==> config.mk <==
export PLATFORM = sky130hd
export DESIGN_NAME = pwm_module_flat
export DESIGN_NICKNAME = d
export VERILOG_FILES = /design/src/rtl/pwm_pkg.sv /design/src/rtl/pwm_if.sv /design/src/rtl/pwm_counter.sv /design/src/rtl/pwm_module.sv /design/src/flat_wrapper.sv
export SDC_FILE = /design/constraint.sdc
export NUM_CORES = 1
export LEC_CHECK = 0
export BUFFER_PORTS_ARGS = -buffer_cell sky130_fd_sc_hd__buf_2
export CAP_MARGIN = 20
export CORE_MARGIN = 10
export CORE_UTILIZATION = 59
export CTS_CLUSTER_DIAMETER = 150
export DETAILED_ROUTE_END_ITERATION = 8
export MAX_ROUTING_LAYER = met4
export PLACE_DENSITY = 0.82
export SKIP_LAST_GASP = 1
export SYNTH_ARGS = -nofsm -noshare
export SYNTH_HDL_FRONTEND = slang
export SYNTH_SLANG_ARGS = --single-unit
==> constraint.sdc <==
create_clock -name clk -period 2.83 [get_ports clk]
set_clock_uncertainty 0.1 [all_clocks]
set_input_delay 0.4245 -clock clk [delete_from_list [all_inputs] [get_ports clk]]
set_output_delay 0.4245 -clock clk [all_outputs]
set_load 0.005 [all_outputs]
==> src/rtl/pwm_pkg.sv <==
// pwm_pkg -- shared constants for the PWM block.
//   PWM_BIT_WIDTH : default width of the period counter, duty and terminal count.
package pwm_pkg;

  localparam int PWM_BIT_WIDTH = 8;

endpackage : pwm_pkg

==> src/rtl/pwm_if.sv <==
// pwm_if -- bundles the PWM control inputs and waveform outputs.
//   duty         : requested high-time in clk cycles per period
//   max_value    : terminal count, period = max_value + 1 cycles
//   pwm_out      : registered PWM waveform
//   period_start : one-cycle strobe on the first pwm_out cycle of each period
//                  (present only when PWM_PERIOD_STROBE_EN is defined)
// Modports: master drives the controls (testbench / system side),
//           slave is the PWM generator.
interface pwm_if
  import pwm_pkg::*;
#(
  parameter int BIT_WIDTH = PWM_BIT_WIDTH
);

  logic [BIT_WIDTH-1:0] duty;
  logic [BIT_WIDTH-1:0] max_value;
  logic                 pwm_out;
`ifdef PWM_PERIOD_STROBE_EN
  logic                 period_start;
`endif

`ifdef PWM_PERIOD_STROBE_EN
  modport master (output duty, output max_value, input pwm_out, input period_start);
  modport slave  (input duty, input max_value, output pwm_out, output period_start);
`else
  modport master (output duty, output max_value, input pwm_out);
  modport slave  (input duty, input max_value, output pwm_out);
`endif

endinterface : pwm_if

==> src/rtl/pwm_counter.sv <==
// pwm_counter -- period counter for pwm_module.
//   clk       : clock, rising edge
//   rst       : asynchronous active-high reset
//   i_max_act : terminal count of the current period (stable within a period)
//   o_cnt     : position within the period, 0 .. i_max_act
//   o_load_en : high on the last cycle of the period; the edge that ends it
//               wraps the counter and reloads the shadow registers
module pwm_counter
  import pwm_pkg::*;
#(
  parameter int BIT_WIDTH = PWM_BIT_WIDTH
) (
  input  logic                 clk,
  input  logic                 rst,
  input  logic [BIT_WIDTH-1:0] i_max_act,
  output logic [BIT_WIDTH-1:0] o_cnt,
  output logic                 o_load_en
);

  logic [BIT_WIDTH-1:0] r_cnt;
  logic                 w_wrap;

  // Equality against the shadowed terminal count: it cannot change mid-period,
  // so the counter always reaches it and never runs past a wrap.
  assign w_wrap = (r_cnt == i_max_act);

  always_ff @(posedge clk or posedge rst) begin
    if (rst) begin
      r_cnt <= '0;
    end else if (w_wrap) begin
      r_cnt <= '0;
    end else begin
      r_cnt <= r_cnt + BIT_WIDTH'(1);
    end
  end

  assign o_cnt     = r_cnt;
  assign o_load_en = w_wrap;

endmodule : pwm_counter

==> src/rtl/pwm_module.sv <==
// pwm_module -- registered PWM generator with period-boundary shadowing.
//   clk : clock, rising edge
//   rst : asynchronous active-high reset, forces pwm_out low immediately
//   bus : pwm_if.slave (duty, max_value in; pwm_out, optional period_start out)
// duty and max_value are sampled into shadow registers only when the counter
// wraps, so mid-period changes take effect from the next period.
// Optional feature: define PWM_PERIOD_STROBE_EN to add the period_start strobe.
module pwm_module
  import pwm_pkg::*;
#(
  parameter int BIT_WIDTH = PWM_BIT_WIDTH
) (
  input  logic clk,
  input  logic rst,
  pwm_if.slave bus
);

  logic [BIT_WIDTH-1:0] r_duty_act;
  logic [BIT_WIDTH-1:0] r_max_act;
  logic                 r_pwm_out;
  logic [BIT_WIDTH-1:0] w_cnt;
  logic                 w_load_en;

  pwm_counter #(.BIT_WIDTH(BIT_WIDTH)) u_counter (
    .clk       (clk),
    .rst       (rst),
    .i_max_act (r_max_act),
    .o_cnt     (w_cnt),
    .o_load_en (w_load_en)
  );

  // duty_act > max_act gives constant high, duty_act == 0 constant low,
  // both fall out of the plain unsigned compare.
  always_ff @(posedge clk or posedge rst) begin
    if (rst) begin
      r_duty_act <= '0;
      r_max_act  <= '0;
      r_pwm_out  <= 1'b0;
    end else begin
      if (w_load_en) begin
        r_duty_act <= bus.duty;
        r_max_act  <= bus.max_value;
      end
      r_pwm_out <= (w_cnt < r_duty_act);
    end
  end

  assign bus.pwm_out = r_pwm_out;

`ifdef PWM_PERIOD_STROBE_EN
  // Registered alongside pwm_out, so it lines up with the first output cycle
  // of each period (every cycle when max_act == 0).
  logic r_period_start;

  always_ff @(posedge clk or posedge rst) begin
    if (rst) begin
      r_period_start <= 1'b0;
    end else begin
      r_period_start <= (w_cnt == '0);
    end
  end

  assign bus.period_start = r_period_start;
`endif

endmodule : pwm_module

==> src/flat_wrapper.sv <==
// flat-port wrapper written by rule: the top's interface ports become plain ports
module pwm_module_flat import pwm_pkg::*;
#(
  parameter int BIT_WIDTH = PWM_BIT_WIDTH
)
  (clk, rst, bus_duty, bus_max_value, bus_pwm_out);
  pwm_if #(.BIT_WIDTH(BIT_WIDTH)) bus_i ();
  input  logic clk;
  input  logic rst;
  input wire logic [$bits(bus_i.duty)-1:0] bus_duty;
  input wire logic [$bits(bus_i.max_value)-1:0] bus_max_value;
  output wire logic [$bits(bus_i.pwm_out)-1:0] bus_pwm_out;
  assign bus_i.duty = bus_duty;
  assign bus_i.max_value = bus_max_value;
  assign bus_pwm_out = bus_i.pwm_out;
  pwm_module #(.BIT_WIDTH(BIT_WIDTH)) u_core (.clk(clk), .rst(rst), .bus(bus_i));
endmodule
-- After elaboration in Yosys (flattened, before gate mapping)
Cells that the tools add are included.
W data, S select, Z words.
- $add $sub $neg: 1
- magnitude comparators: 1
- equal/unequal tests: 1
- multiplexer cells: 1
- operator list (cell ; number):
    $add A8 B1 Y8 const B ; 1
    $eq A8 B8 Y1 ; 1
    $lt A8 B8 Y1 ; 1
    $mux W8 ; 1
- flip-flop bits (word level): 25
- logic and storage cells: 8

-- Logic depth before layout (Yosys ltp)
- word-level depth: 2
- depth in mapped cells: 6
- depth with buffers taken out: 6

-- Modules after synthesis
A second synthesis with hierarchy kept.
- cells, all modules: 113
- area total of the unflattened synthesis: 1300.0 µm²
- modules (own cells, without submodules) (module ; times used ; cells an instance ; area an instance (µm²)):
    pwm_module ; 1 ; 68 ; 807.0
    pwm_counter ; 1 ; 45 ; 493.0

-- Worst setup path after synthesis
Ideal clock, no wire load.
- path type: reg2reg
- start: reg u_core.u_counter.r_cnt[0] (netlist: u_core.u_counter.o_cnt[0])
- end: reg u_core.r_duty_act[1]
- data arrival time: 1.369 ns
- path slack: 1.236 ns
- stages on the path, launching flop included: 6
- clock period less this slack: 1.594 ns
- cells stage by stage: dfrtp_1 > xnor2_1 > nand4_1 > nor2_4 > buf_12 > mux2_4
- cells in the longest elaborated chain, start to end: 1
- RTL lines (item ; line ; text):
    start, declared ; pwm_counter.sv:20 ; logic [BIT_WIDTH-1:0] r_cnt;
    start signal, assigned ; pwm_counter.sv:33 ; r_cnt <= r_cnt + BIT_WIDTH'(1);
    $eq A8 B8 Y1 ; pwm_counter.sv:25 ; assign w_wrap = (r_cnt == i_max_act);
    end signal, assigned ; pwm_module.sv:41 ; r_duty_act <= bus.duty;
    end, declared ; pwm_module.sv:18 ; logic [BIT_WIDTH-1:0] r_duty_act;
No other way between the ends.
A chain may end at the register's enable or synchronous reset.

-- Worst setup path after layout
- start: reg u_core.u_counter.r_cnt[0] (netlist: u_core.u_counter.o_cnt[0])
- end: reg u_core.r_duty_act[0]
The elaborated chain is that of the path after synthesis.

==> metrics.md <==
| Metric | Value |
|---|---|
| Largest net degree at the start of global routing | `26` |
| Cell Pwr Density | `1050 nW/µm²` |
| Synth cell types | `20` |
| # resized after CTS | `0` |
| Worst-margin pin slew | `913 ps` |
| Vias in the first global route | `919` |
| Post-DP HPWL | `1.79 mm` |
| Cts bufs inserted | `3` |
| F_max | `486 MHz` |
| DR DRC count | `0` |
| Number of flops mapped to enable cells by yosys | `0` |
| Placer Congestion | `0.799` |
| RSZ-0062 raised after global routing | `false` |
| Synth Register Bits | `25` |
| Overflow after GRT | `0` |
| Slowest cell on crit path | `dfrtp_1` |
| Final hold vios | `0` |
| Detailed Route WL | `2.30 mm` |
| Worst hold-check path type | `in2async` |
| Most frequent cells in the layout | `dfrtp_1 (25), buf_2 (18), mux2_4 (12), xnor2_1 (10)` |
| Met3 global-route usage | `3.18%` |
| Busiest metal layer after global routing | `met2` |
| Hold-fix buffers at CTS | `0` |
| Area of the multi-input gates | `597 µm²` |
| CTS tree | `yes` |
| Largest stage delay on the critical path | `460 ps` |
| Setup violators final | `0` |
| Met1 Use GR | `13.8%` |
| H-tree Lvls | `1` |
| Seq/Total Area, Yosys | `48.7%` |
| DR vias | `779` |
| Reg area | `626 µm²` |
| Cell Chain, Critical Path | `xnor2_1, nand4_1, nor2_4, buf_4, mux2_4` |
| All-Layer GR Usage | `12.5%` |
| Placed Cells | `143` |
| Critical path class | `reg2reg` |
| Worst-path clk slew | `140 ps` |
| Ratio of cells with drive above 1 in the final layout | `33.3%` |
| Final Non-Filler Cells | `147` |
| I/O Pins | `19` |
| Most common cell after layout, fill and taps aside | `dfrtp_1` |
| Die Area | `4440 µm²` |
| CTS Root Cell | `clkbuf_4` |
| Crit path buf inv count | `1` |
| First-pass GRT wire length | `4.13 mm` |
| # fillers | `161` |
| CP required | `2950 ps` |
| DR pass1 iterations | `3` |
| P_leak | `0.693 nW` |
| Crit path capture type | `flop` |
| CP top delay family | `simple AND/OR/NAND/NOR gates` |
| Clk buf depth | `2` |
| Pins Over Slew Limit | `0` |
| Core Util, Final | `69.8%` |
| Die Ht | `66.6 µm` |
| Initial antenna violation count | `0` |
| Net count, final | `147` |
| IO buf count | `18` |
| Post-Syn Nets | `125` |
| Core Rows | `16` |
| Max cap viols | `0` |
| Core area | `2020 µm²` |
| Synth Cell Area | `1280 µm²` |
| Critical Path Start | `u_core.u_counter.o_cnt[0]` |
| Maximum vdd drop | `641 µV` |
| Drt first-iter violations | `29` |
| Async set-reset flop share out of synthesis | `100%` |
| Clk_lat worst skew | `320 ps` |
| Fin crit share | `72.7%` |
| CP Max Fanout | `16` |
| Clk sinks | `25` |
| Main synth FF type | `dfrtp_1` |
| Routed len/inst | `15.6 µm` |
| Post-Route Setup TNS | `0 ps` |
| Post-DR vias/cell | `5.30` |
| Crit Reg-Reg Startpoint | `u_core.u_counter.o_cnt[0]` |
| WP data arrival | `2180 ps` |
| Diode count | `0` |
| Run status | `completed` |
| Final instance area | `1410 µm²` |
| Post-synthesis cell count | `99` |
| Setup repair bufs after CTS | `0` |
| Syn_area_per_cell | `13.0 µm²` |
| Antenna-violating nets left | `0` |
| Chip width | `66.6 µm` |
| Placed cell area | `1380 µm²` |
| Post-route minimum period | `2060 ps` |
| Met2 Use GR | `19.3%` |
| Syn. warnings | `0` |
| Worst setup SP type | `flop` |
| Synth-to-layout area growth | `9.94%` |
| Slew margin rel. | `39.0%` |
| Starting Density | `63.5%` |
-- logic make-up after synthesis --
| logic type | Yosys count | synth area share (%) |
|---|---|---|
| flops | 25 | 48.7 |
| simple gates | 20 | 8.19 |
| mux | 16 | 17.5 |
| xor+xnor | 14 | 9.55 |
| buf+inv | 10 | 4.78 |
| fa+ha+maj | 8 | 7.80 |
| compound gates | 6 | 3.41 |
-- where the power goes --
part	total (mW)	leakage [nW]	switching [mW]	internal, mW
Combinational	0.617	0.380	0.237	0.380
Clock	0.162	0.0177	0.109	0.0530
Sequential	0.698	0.296	0.167	0.531
-- sequential cells by signal (all words and copies together), names as in the netlist --
name,cells
u_core.u_counter.o_cnt,8
u_core.bus.pwm_out,1
u_core.r_max_act,8
u_core.r_duty_act,8
-- synth_stat cells (2+ instances only) --
master / n / share of area [%]
inv_1: 8 / 2.3
mux2_4: 12 / 14
nand4_1: 3 / 1.5
mux2_2: 4 / 3.5
xor2_1: 4 / 2.7
dfrtp_1: 25 / 49
ha_1: 8 / 7.8
nor2_1: 8 / 2.3
and3_1: 2 / 0.97
nand3_1: 4 / 1.6
xnor2_1: 10 / 6.8
a21o_1: 3 / 1.8
-- final cells by class --
class / count / area share (%)
clock inverter: 1 / 0.355
timing repair buffer: 19 / 6.91
tap: 27 / 2.39
inverter: 8 / 2.13
multi-input combinational: 64 / 42.3
clock buffer: 3 / 1.60
sequential: 25 / 44.3
-- final timing paths --
check / end / slack (ps) / cells past startpoint
max: u_core.r_duty_act[0] / 770 / 5
min: u_core.r_duty_act[4] / 180 / 2
max reg2reg: u_core.r_duty_act[0] / 770 / 5
min reg2reg: u_core.r_duty_act[3] / 430 / 1
max in group asynchronous: u_core.r_max_act[3] / 1900 / 2
min in group clk: u_core.r_max_act[7] / 220 / 2
-- routing by layer --
layer  share of wire [%]  vias to the layer above
li1                    -                      378
met1                  46                      381
met2                  47                       14
met3                 3.8                        6
met4                 3.5                        0
met5                   0                        -
-- per-stage QoR --
step	setup WS [ps]	power, mW	hold slack (ps)
6_report	773	1.48	176
5_1_grt	630	1.62	199
4_1_cts	754	1.49	207
3_5_place_dp	779	1.33	404
3_3_place_gp	818	1.28	396
2_1_floorplan	1240	1.18	352
(Power assumes the default switching activity.)
